**src/rtl/pipe_skid_stage.sv**
```systemverilog
// pipe_skid_stage
// ---------------
// Handshaked pipeline stage register with a two-entry skid buffer. It carries one
// control bundle and one data bundle between two pipeline stages using valid/ready.
// in_ready is driven straight from a flop, so there is no combinational path from
// out_ready or in_valid to in_ready, and throughput is one entry per cycle.
//
// Storage:
//   main register - the head entry; drives out_ctrl/out_data
//   skid register - catches the entry accepted while the head is stalled
//
// Ports:
//   clk        in   clock, rising edge
//   rst        in   synchronous reset, active-high
//   flush      in   drop all held entries and any entry offered this cycle
//   in_valid   in   upstream offers an entry
//   in_ready   out  stage can accept (registered)
//   in_ctrl    in   upstream control bundle  [CTRL_W]
//   in_data    in   upstream data bundle     [DATA_W]
//   out_valid  out  out_ctrl/out_data hold a valid entry
//   out_ready  in   downstream accepts
//   out_ctrl   out  head control; CTRL_BUBBLE when out_valid=0 [CTRL_W]
//   out_data   out  head data; don't-care when out_valid=0      [DATA_W]
//   occupancy  out  number of held entries, 0..2

module pipe_skid_stage #(
    parameter int unsigned          CTRL_W      = 12,
    parameter int unsigned          DATA_W      = 128,
    parameter logic [CTRL_W-1:0]    CTRL_BUBBLE = '0
) (
    input  logic              clk,
    input  logic              rst,
    input  logic              flush,

    input  logic              in_valid,
    output logic              in_ready,
    input  logic [CTRL_W-1:0] in_ctrl,
    input  logic [DATA_W-1:0] in_data,

    output logic              out_valid,
    input  logic              out_ready,
    output logic [CTRL_W-1:0] out_ctrl,
    output logic [DATA_W-1:0] out_data,

    output logic [1:0]        occupancy
);

    // State encoding doubles as the occupancy count.
    typedef enum logic [1:0] {
        StEmpty = 2'd0,
        StOne   = 2'd1,
        StFull  = 2'd2
    } state_e;

    state_e              state_q, state_d;
    logic [CTRL_W-1:0]   main_ctrl_q, main_ctrl_d;
    logic [DATA_W-1:0]   main_data_q, main_data_d;
    logic [CTRL_W-1:0]   skid_ctrl_q, skid_ctrl_d;
    logic [DATA_W-1:0]   skid_data_q, skid_data_d;
    logic                out_valid_q;
    logic                in_ready_q;

    logic                push;
    logic                pop;

    // Handshakes use only the registered flags, never the combinational state.
    assign push = in_valid & in_ready_q;
    assign pop  = out_valid_q & out_ready;

    // Next-state and next-payload selection.
    always_comb begin
        state_d     = state_q;
        main_ctrl_d = main_ctrl_q;
        main_data_d = main_data_q;
        skid_ctrl_d = skid_ctrl_q;
        skid_data_d = skid_data_q;

        case (state_q)
            StEmpty: begin
                if (push) begin
                    state_d     = StOne;
                    main_ctrl_d = in_ctrl;
                    main_data_d = in_data;
                end
            end

            StOne: begin
                if (push && pop) begin
                    main_ctrl_d = in_ctrl;
                    main_data_d = in_data;
                end else if (push) begin
                    // Head is stalled: park the new entry behind it.
                    state_d     = StFull;
                    skid_ctrl_d = in_ctrl;
                    skid_data_d = in_data;
                end else if (pop) begin
                    // Going empty: main_ctrl becomes the bubble so out_ctrl is a
                    // clean flop output with no stale control leaking through.
                    state_d     = StEmpty;
                    main_ctrl_d = CTRL_BUBBLE;
                end
            end

            StFull: begin
                // in_ready is low here, so push cannot happen.
                if (pop) begin
                    state_d     = StOne;
                    main_ctrl_d = skid_ctrl_q;
                    main_data_d = skid_data_q;
                end
            end

            default: begin
                state_d     = StEmpty;
                main_ctrl_d = CTRL_BUBBLE;
            end
        endcase

        // Flush overrides any handshake; a same-cycle push is dropped and a
        // same-cycle pop has already been taken by downstream.
        if (flush) begin
            state_d     = StEmpty;
            main_ctrl_d = CTRL_BUBBLE;
            main_data_d = main_data_q;
            skid_ctrl_d = skid_ctrl_q;
            skid_data_d = skid_data_q;
        end
    end

    // Single state register; handshake flags are registered from the next state.
    always_ff @(posedge clk) begin
        if (rst) begin
            state_q     <= StEmpty;
            main_ctrl_q <= CTRL_BUBBLE;
            main_data_q <= '0;
            skid_ctrl_q <= '0;
            skid_data_q <= '0;
            out_valid_q <= 1'b0;
            in_ready_q  <= 1'b1;
        end else begin
            state_q     <= state_d;
            main_ctrl_q <= main_ctrl_d;
            main_data_q <= main_data_d;
            skid_ctrl_q <= skid_ctrl_d;
            skid_data_q <= skid_data_d;
            out_valid_q <= (state_d != StEmpty);
            in_ready_q  <= (state_d != StFull);
        end
    end

    assign out_valid = out_valid_q;
    assign in_ready  = in_ready_q;
    assign out_ctrl  = main_ctrl_q;
    assign out_data  = main_data_q;
    assign occupancy = state_q;

endmodule

```
**config.mk**
```make
export PLATFORM = sky130hd
export DESIGN_NAME = pipe_skid_stage
export DESIGN_NICKNAME = d
export VERILOG_FILES = /design/src/rtl/pipe_skid_stage.sv
export SDC_FILE = /design/constraint.sdc
export NUM_CORES = 1
export LEC_CHECK = 0
export ABC_CLOCK_PERIOD_IN_PS = 3900
export CORE_MARGIN = 2
export CORE_UTILIZATION = 53
export CTS_CLUSTER_SIZE = 14
export DETAILED_ROUTE_END_ITERATION = 7
export GPL_TIMING_DRIVEN = 0
export PLACE_DENSITY = 0.85
export SLEW_MARGIN = 10
export SYNTH_ARGS = -nofsm -noshare
export SYNTH_HDL_FRONTEND = slang
export SYNTH_SLANG_ARGS = --single-unit
```
**constraint.sdc**
```tcl
create_clock -name clk -period 3.9 [get_ports clk]
set_input_delay 0.585 -clock clk [delete_from_list [all_inputs] [get_ports clk]]
set_output_delay 0.585 -clock clk [all_outputs]
set_load 0.01 [all_outputs]
```
# After elaboration in Yosys (flattened, before gate mapping)
# Index checks and enable logic that the tools add are counted.
[totals]
in_bits = 145
output_inout_bits = 144
ff_bits = 284
elab_cells = 44
[op_classes]
muxes = 17
n_eq_ne = 8
n_bitwise = 4
n_reduce_logical = 8
[ops]
columns = ["op", "n"]
rows = [
  ["128-bit 2-to-1 mux", 3],
  ["128-bit one-hot mux with 3 select lines", 1],
  ["12-bit 2-to-1 mux", 5],
  ["12-bit one-hot mux with 3 select lines", 1],
  ["2-bit 2-to-1 mux", 6],
  ["2-bit inequality test (second input constant)", 4],
  ["4-bit AND reduction", 2],
  ["3-bit inequality test (second input constant)", 2],
  ["2-bit one-hot mux with 3 select lines", 1],
  ["5-bit AND reduction", 1],
  ["3-bit nonzero test", 1],
  ["1-bit bitwise AND", 2],
  ["2-bit by 1-bit == test with 1-bit output (second input constant)", 1],
  ["2-bit == test (second input constant)", 1],
  ["2-bit logical NOT", 1],
  ["1-bit NOT", 2],
  ["2-bit nonzero test", 1],
  ["2-bit OR reduction", 1],
  ["1-bit logical AND", 1],
]

# Logic depth before layout (Yosys ltp)
# Gate-level depths: netlist of the first run.
[depth]
word_depth = 7
mapped_depth = 8
depth_no_buf = 4

# Worst setup path after synthesis of the first run
# OpenSTA, ideal clock, no wires.
[synth_path]
path_type = "input -> register"
startpoint = "input port out_ready"
endpoint = "register skid_data_q[100]"
setup_time_ps = 132
stages = 7
path_buffers = 3
required_ps = 3768
path_slack_ps = 2138
t_arrival_ps = 1630
cell_sequence = "and2_1 > or3_1 > clkbuf_1 > buf_2 > buf_2 > nand2_1 > a21oi_1"
[synth_between]
elab_chain_len = 4
[synth_rtl]
columns = ["item", "line", "rtl"]
rows = [
  ["start, declared", "41", "input logic out_ready,"],
  ["1-bit bitwise AND", "68", "assign pop = out_valid_q & out_ready;"],
  ["1-bit logical AND", "88", "if (push && pop) begin"],
  ["1-bit NOT (no source line)", "--", ""],
  ["4-bit AND reduction (no source line)", "--", ""],
  ["end signal, assigned", "145", "skid_data_q <= skid_data_d;"],
  ["end, declared", "59", "logic [DATA_W-1:0] skid_data_q, skid_data_d;"],
]
# Every way passes these cells.
# A chain may end at the register's enable or synchronous reset.

# Worst setup path in the final report of the first run
[layout_path]
startpoint = "input port flush"
endpoint = "register main_data_q[82], in the netlist out_data[82]"
[layout_between]
elab_chain_len = 2
[layout_rtl]
columns = ["item", "line", "rtl"]
rows = [
  ["start, declared", "33", "input logic flush,"],
  ["1-bit NOT (no source line)", "--", ""],
  ["5-bit AND reduction (no source line)", "--", ""],
  ["end signal, assigned", "143", "main_data_q <= main_data_d;"],
  ["end, declared", "57", "logic [DATA_W-1:0] main_data_q, main_data_d;"],
]
# Every way passes these cells.

==> results of run 1 <==
metal layers:
metal	wire [um]	track usage	up-vias	share of wire
met4	1410	0.106	0	0.040
met1	14900	0.377	5310	0.42
met2	16800	0.497	456	0.47
met5	0	0	-	0
li1	-	-	5367	-
met3	2550	0.0597	98	0.071
cell type report:
| class | count | area share |
|---|---|---|
| flip-flops and latches | 284 | 0.358 |
| multi-input cells | 887 | 0.336 |
| repair buffers | 287 | 0.181 |
| clock buffers | 35 | 0.0483 |
| plain buffers | 143 | 0.0406 |
| well taps | 280 | 0.0220 |
| clock inverters | 18 | 0.0141 |
| inverters | 2 | 0.000472 |
| diodes | 2 | 0.000315 |
worst max-delay path by stage:
stage | start | endpoint | slack [ns] | cells after the start
3_3_place_gp | flush | out_data[107] | 1.12 | 6
3_5_place_dp | flush | out_data[86] | 1.02 | 6
6_report | flush | out_data[82] | 1.52 | 6
2_1_floorplan | out_ready | skid_data_q[100] | 2.14 | 7
4_1_cts | flush | out_data[82] | 1.58 | 6
5_1_grt | flush | out_data[95] | 1.37 | 6
cells in the mapped netlist (2+ instances only):
| cell | number | area [um2] |
|---|---|---|
| a21oi_1 | 269 | 1350 |
| inv_1 | 2 | 7.51 |
| o22ai_1 | 13 | 81.3 |
| nand4b_1 | 2 | 17.5 |
| buf_4 | 7 | 52.6 |
| a311oi_1 | 128 | 1120 |
| nand2_1 | 294 | 1100 |
| dfxtp_1 | 284 | 5690 |
| clkbuf_1 | 74 | 278 |
| nor2_1 | 15 | 56.3 |
| buf_2 | 60 | 300 |
| a22oi_1 | 12 | 90.1 |
| mux2i_1 | 140 | 1400 |
sequential cells by signal, indices dropped and copies added, names as in the netlist:
signal and flops:
in_ready 1, occupancy 2, out_data 128, skid_ctrl_q 12, out_valid 1, out_ctrl 12, skid_data_q 128
stage by stage:
| stage | hold slack (ns) | instances | util | worst slack (ns) | area (um2) |
|---|---|---|---|---|---|
| after CTS | 0.454 | 1936 | 0.731 | 1.58 | 15900 |
| after detailed placement | 0.446 | 1883 | 0.685 | 1.02 | 14900 |
| after floorplan | 0.436 | 1316 | - | 2.14 | 11700 |
| after global placement | 0.440 | 1883 | 0.685 | 1.12 | 14900 |
| after global routing | 0.466 | 1938 | 0.731 | 1.37 | 15900 |
| final | 0.452 | 1938 | 0.731 | 1.52 | 15900 |
cell families (layout without fill, tap and decap cells):
group                  Yosys count  after routing
flip-flops                     284            284
multiplexers                   140            140
buffers and inverters          145            485
AND/OR/NAND/NOR                317            317
AO/OA/AOI/OAI                  428            428
XOR/XNOR                         2              2
other                            0              2
worst max-delay path, cell delays in order:
cell and delay (ns):
clkdlybuf4s50_1 0.48, inv_1 0.13, clkbuf_1 0.74, clkbuf_1 0.44
a21oi_1 0.15, a311oi_1 0.30
where the power goes:
group	total, mW	internal [mW]	switching, mW
logic	0.982	0.484	0.498
clock network	2.90	1.73	1.17
registers	3.10	3.03	0.0705
==> results by group, run 1 <==
Synthesis
  – Mux share of post-synthesis cell area: 0.120
  – Number of distinct library cells after synthesis: 29
  – Largest family of logic cells by synthesized area: compound AO/OA/AOI/OAI gates
  – Most used DFF post-synth: dfxtp_1
  – Nets in the synthesized netlist: approximately 1.5k
  – Number of flops mapped to enable cells by yosys: 0
  – Adder-cell share of the synthesized area: 0
  – Number of standard cells after synthesis: 1316
  – Mapped Avg Cell Area: slightly below 9 um2
  – Portion of the post-synthesis area used by sequential elements: 0.487
  – Number of warnings issued by yosys: 0
  – Compound-Gate Fraction of Synth Area: 0.231
  – Share of synthesized flip-flops with an asynchronous set or reset: 0
  – Xor and xnor fraction of the mapped netlist area: 0.00150
  – FF+latch count, synth: roughly 280
  – Simple-gate portion of the synthesized area: 0.104
  – Synthesized area: ~0.012 mm2

Setup path
  – Crit Path Category: in2reg
  – Maximum fanout along the worst path: 10
  – Worst r2r path cells: 8
  – Required time of the critical path: approximately 4.3 ns
  – Worst setup EP type: flop
  – Data arrival time at the worst-slack endpoint: ~2.8 ns
  – Startpoint of the most critical register-to-register path: occupancy[1]
  – Capture point of the worst reg-to-reg path: skid_data_q[101]
  – R2r setup slk: roughly 1.7 ns
  – Kind of start point of the critical path: input port

STA
  – Unrepaired setup endpoints after global routing: no
  – Worst Tran Pin Value: a little under 1 ns
  – Setup violation total in the final timing report: 0
  – Peak Freq: around 420 MHz
  – Pins Over Slew Limit: 0
  – Final-layout setup total negative slack: 0 ns
  – Share of the cycle needed by the critical path after routing: 0.610
  – Clock period minus worst slack: 2.38 ns
  – Post-Route Skew: between 0.015 and 0.02 ns
  – Count of final hold-check violations: 0
  – Max-slew headroom: 0.344

CTS
  – TritonCTS buffer count: 29
  – Cts-stage hold buffer count: 0
  – Post-CTS setup buffers: 0
  – Later-pin clock latency in the skew report: about 0.56 ns
  – Number of clock sinks seen by CTS: roughly 280
  – Maximum level of the CTS H-tree: 1
  – Clock transition at path regs: approximately 0.060 ns
  – Clock tree from TritonCTS: built
  – Worst-case clock buffer depth: 3
  – CTS Root Cell: clkbuf_16
  – CTS-repair resized insts: 0

Place
  – Final RePlAce weighted congestion: about 0.86
  – # port buffers: between 200 and 300
  – HPWL reported at the end of detailed placement: between 20000 and 25000 um

Pwr
  – Cell leakage power: 6.27 nW
  – Total power per unit cell area: 439 mW/mm2
  – Max IR drop VDD: between 0.0003 and 0.0004 V
  – Total Power Consumption: approximately 7 mW

Routing
  – Antenna Violating Nets Remaining: 0
  – Number of DRC violations after detailed routing: 0
  – 1st-iter DRT viols: between 700 and 800
  – Vias per cell: about 5.8
  – Number of optimization iterations in the first detailed-route pass: 6
  – Via total after detailed routing: around 11k
  – Routed length per placed instance: between 15 and 20 um
  – Post-detailed-routing wire length: ~36000 um

Hold path
  – Hold Path Stages: 2
  – Worst Hold Endpoint: skid_data_q[92]
  – Startpoint of the lowest-slack hold path: skid_data_q[92]
  – Worst min-delay path class: reg2reg

Layout
  – Multi-input gate area in the final layout: approximately 0.0053 mm2
  – Fraction of final layout cells with drive strength greater than 1: 0.0731
  – Relative area change from synthesis to final layout: 36.1%
  – Fillcell total: roughly 1.6k
  – Combined flip-flop and latch cell area: 0.00569 mm2
  – Nets@finish: 1779
  – Most common cell after layout, fill and taps aside: nand2_1
  – Top library cells by usage in the layout, fill and taps aside: 294 x nand2_1, 287 x clkdlybuf4s50_1, 284 x dfxtp_1

Status
  – Result of the run: completed

Die
  – Starting density of the core: 0.537
  – Area of the core: 0.0218 mm2
  – Die Height: between 150 and 200 um
  – Die Outline Area: between 0.02 and 0.025 mm2
  – Die X-Extent: approximately 150 um
  – Site row count: 54
  – # IOs: between 200 and 300

Global routing
  – Number of global-route vias before repair: 10.9k
  – Antenna violations before repair: 2
  – Wire length of the first global-routing pass: approximately 57000 um
  – Maximum number of pins on one net before global-route repair: 15
  – Combined global-route utilization of all metal layers: 0.295
  – GRT overflow: 0

Run
  – Number of maximum-capacitance constraint violations: 0
Note: power is estimated with default switching activity, not from simulation.
==> run 2: changes to the inputs <==
--- a/config.mk
+++ b/config.mk
@@ -5,13 +5,13 @@
 export SDC_FILE = /design/constraint.sdc
 export NUM_CORES = 1
 export LEC_CHECK = 0
-export ABC_CLOCK_PERIOD_IN_PS = 3900
+export ABC_CLOCK_PERIOD_IN_PS = 2070
 export CORE_MARGIN = 2
-export CORE_UTILIZATION = 53
+export CORE_UTILIZATION = 45
 export CTS_CLUSTER_SIZE = 14
 export DETAILED_ROUTE_END_ITERATION = 7
 export GPL_TIMING_DRIVEN = 0
-export PLACE_DENSITY = 0.85
+export PLACE_DENSITY = 0.77
 export SLEW_MARGIN = 10
 export SYNTH_ARGS = -nofsm -noshare
 export SYNTH_HDL_FRONTEND = slang
==> constraint.sdc (replaced) <==
create_clock -name clk -period 2.07 [get_ports clk]
set_input_delay 0.3105 -clock clk [delete_from_list [all_inputs] [get_ports clk]]
set_output_delay 0.3105 -clock clk [all_outputs]
set_load 0.01 [all_outputs]
==> run 2 against run 1 <==
Net effect: first-iteration DRC count grew 2.2%; clock skew down 0.0087 ns; final cell count rose by 2.7%; die area rose by 17%; via count shrank 2.5%; sequential power increased by 88%; register-to-register slack got worse by 1.6 ns.
==> results by group, run 2 (synthesis gave the netlist of run 1 again) <==
CTS
  – Clock transition at path regs: around 0.060 ns
  – Maximum level of the CTS H-tree: 1
  – CTS Root Cell: clkbuf_16
  – Number of clock sinks seen by CTS: between 200 and 300
  – TritonCTS buffer count: 30
  – Worst-case clock buffer depth: 3
  – Clock tree from TritonCTS: built
  – Later-pin clock latency in the skew report: ~0.54 ns

STA
  – Peak Freq: approximately 500 MHz
  – Max-slew headroom: 0.340
  – Setup violation total in the final timing report: 0
  – Final-layout setup total negative slack: 0 ns
  – Count of final hold-check violations: 0
  – Clock period minus worst slack: ~2 ns
  – Post-Route Skew: 0.00882 ns
  – Pins Over Slew Limit: 0
  – Unrepaired setup endpoints after global routing: yes
  – Worst Tran Pin Value: about 0.99 ns
  – Share of the cycle needed by the critical path after routing: 0.963

Pwr
  – Cell leakage power: 6.31 nW
  – Relative contribution of sequential cells to total power: 0.446
  – Switching Fraction: 0.245
  – Total Power Consumption: between 10 and 15 mW
  – Combinational fraction of design power: 0.141
  – Max IR drop VDD: around 0.00061 V
  – Total power per unit cell area: approximately 820 mW/mm2
  – Proportion of power drawn by the clock network: 0.413
  – Internal: 9.88 mW
  – Power spent charging and discharging nets: between 3 and 4 mW

Global routing
  – Maximum number of pins on one net before global-route repair: 15
  – Wire length of the first global-routing pass: about 54000 um
  – GR Layer Usage met2: 0.410
  – GRT overflow: 0
  – M1 GR Usage: 0.313
  – Antenna violations before repair: 3
  – GRT met3 Usage: 0.0634
  – Number of global-route vias before repair: around 10k
  – Combined global-route utilization of all metal layers: 0.248
  – Most congested layer reported by global routing: met2

Routing
  – Post-detailed-routing wire length: about 35000 um
  – Via total after detailed routing: ~11k
  – Routed length per placed instance: roughly 18 um
  – Antenna Violating Nets Remaining: 0
  – 1st-iter DRT viols: between 700 and 800
  – Number of DRC violations after detailed routing: 0
  – Number of optimization iterations in the first detailed-route pass: 5
  – Vias per cell: 5.50

Die
  – # IOs: slightly below 300
  – Die Outline Area: ~0.027 mm2
  – Site row count: 58
  – Starting density of the core: 0.461
  – Area of the core: between 0.02 and 0.03 mm2
  – Die Height: 165 um
  – Die X-Extent: 165 um

Setup path
  – Required time of the critical path: ~2.5 ns
  – Kind of start point of the critical path: flop
  – Crit Path Category: reg2reg
  – Maximum fanout along the worst path: 10
  – Worst setup EP type: flop
  – Top cell family by delay on the critical path: simple AND/OR/NAND/NOR gates
  – Data arrival time at the worst-slack endpoint: about 2.5 ns
  – Slowest stage cell, crit path: clkbuf_1
  – Cell breakdown of the critical path: buf_2, nand4b_1, nor3_4, buf_4, clkbuf_1, nand2_1, a21oi_1
  – Maximum cell stage delay along the critical path: between 0.3 and 0.4 ns
  – Count of buffer and inverter cells on the critical path: 3

Layout
  – Top library cells by usage in the layout, fill and taps aside: 294 x nand2_1, 287 x clkdlybuf4s50_1, 284 x dfxtp_1
  – Most common cell after layout, fill and taps aside: nand2_1
  – Relative area change from synthesis to final layout: 37.4%
  – Fraction of final layout cells with drive strength greater than 1: 0.0761
  – Final std cells w/o fill: ~2.0k
  – Fillcell total: about 2.1k
  – Nets@finish: roughly 1.8k

Place
  – Cell count after placement: around 1.9k
  – HPWL reported at the end of detailed placement: between 20000 and 25000 um
  – Final RePlAce weighted congestion: between 0.8 and 0.9
  – # port buffers: around 290

Run
  – Number of maximum-capacitance constraint violations: 0

Hold path
  – Worst min-delay path class: in2reg

Status
  – Result of the run: completed
run 2: worst reg2reg max path, stage by stage (launching register included):
cell,delay [ns]
dfxtp_1,0.32
buf_2,0.19
nand4b_1,0.29
nor3_4,0.32
buf_4,0.17
clkbuf_1,0.35
nand2_1,0.11
a21oi_1,0.16
run 2: layer usage:
layer  vias to the layer above  part of all wire
met5                         -           0.00028
met4                         2             0.035
met3                        85             0.083
met2                       384              0.46
met1                      5099              0.42
li1                       5375                 -
run 2: final timing paths:
check | cells after the start | slack (ns) | to | start
max | 7 | 0.08 | skid_data_q[19] | occupancy[1]
min | 3 | 0.34 | skid_data_q[99] | in_data[99]
max reg2reg | 7 | 0.08 | skid_data_q[19] | occupancy[1]
min reg2reg | 2 | 0.45 | skid_data_q[42] | skid_data_q[42]
run 2: power groups by stage:
stage               Clock [mW]  Combinational [mW]  Sequential, mW
detailed placement           0                1.82            5.95
CTS                       5.48                1.83            5.83
global route              5.73                1.99            5.86
global placement             0                1.80            5.94
floorplan                    0               0.763            6.02
finish                    5.40                1.84            5.84
run 2: timing repair:
item,CTS,global route
hold buffers,0,0
pin swaps,0,2
cloned,0,0
resized for setup,8,13
endpoints found under the setup margin,148,130
buffers inserted,0,3
run 2: stage by stage:
stage          hold WS (ns)  setup WS (ns)  utilization  cell area (um2)
3_5_place_dp          0.446         -0.553        0.591            15000
4_1_cts               0.323        0.00225        0.631            16000
5_1_grt               0.334        -0.0483        0.633            16000
2_1_floorplan         0.436          0.331            -            11700
3_3_place_gp          0.440         -0.522        0.591            15000
6_report              0.344         0.0764        0.633            16000
run 2: cell type report:
cell class | count | area (um2) | share of cell area
Antenna cell | 4 | 10.0 | 0.000624
Buffer | 141 | 678 | 0.0423
Tap cell | 330 | 413 | 0.0257
Timing Repair Buffer | 290 | 2900 | 0.180
Clock buffer | 45 | 908 | 0.0566
Inverter | 2 | 7.51 | 0.000468
Clock inverter | 7 | 93.8 | 0.00585
Sequential cell | 284 | 5690 | 0.354
Multi-Input combinational cell | 887 | 5350 | 0.334
==> run 3: changes to the inputs <==
--- a/config.mk
+++ b/config.mk
@@ -10,6 +10,7 @@
 export CORE_UTILIZATION = 45
 export CTS_CLUSTER_SIZE = 14
 export DETAILED_ROUTE_END_ITERATION = 7
+export GPL_ROUTABILITY_DRIVEN = 0
 export GPL_TIMING_DRIVEN = 0
 export PLACE_DENSITY = 0.77
 export SLEW_MARGIN = 10
==> results of run 3 <==
No change in the layout: final DEF, timing and power equal those of run 2.
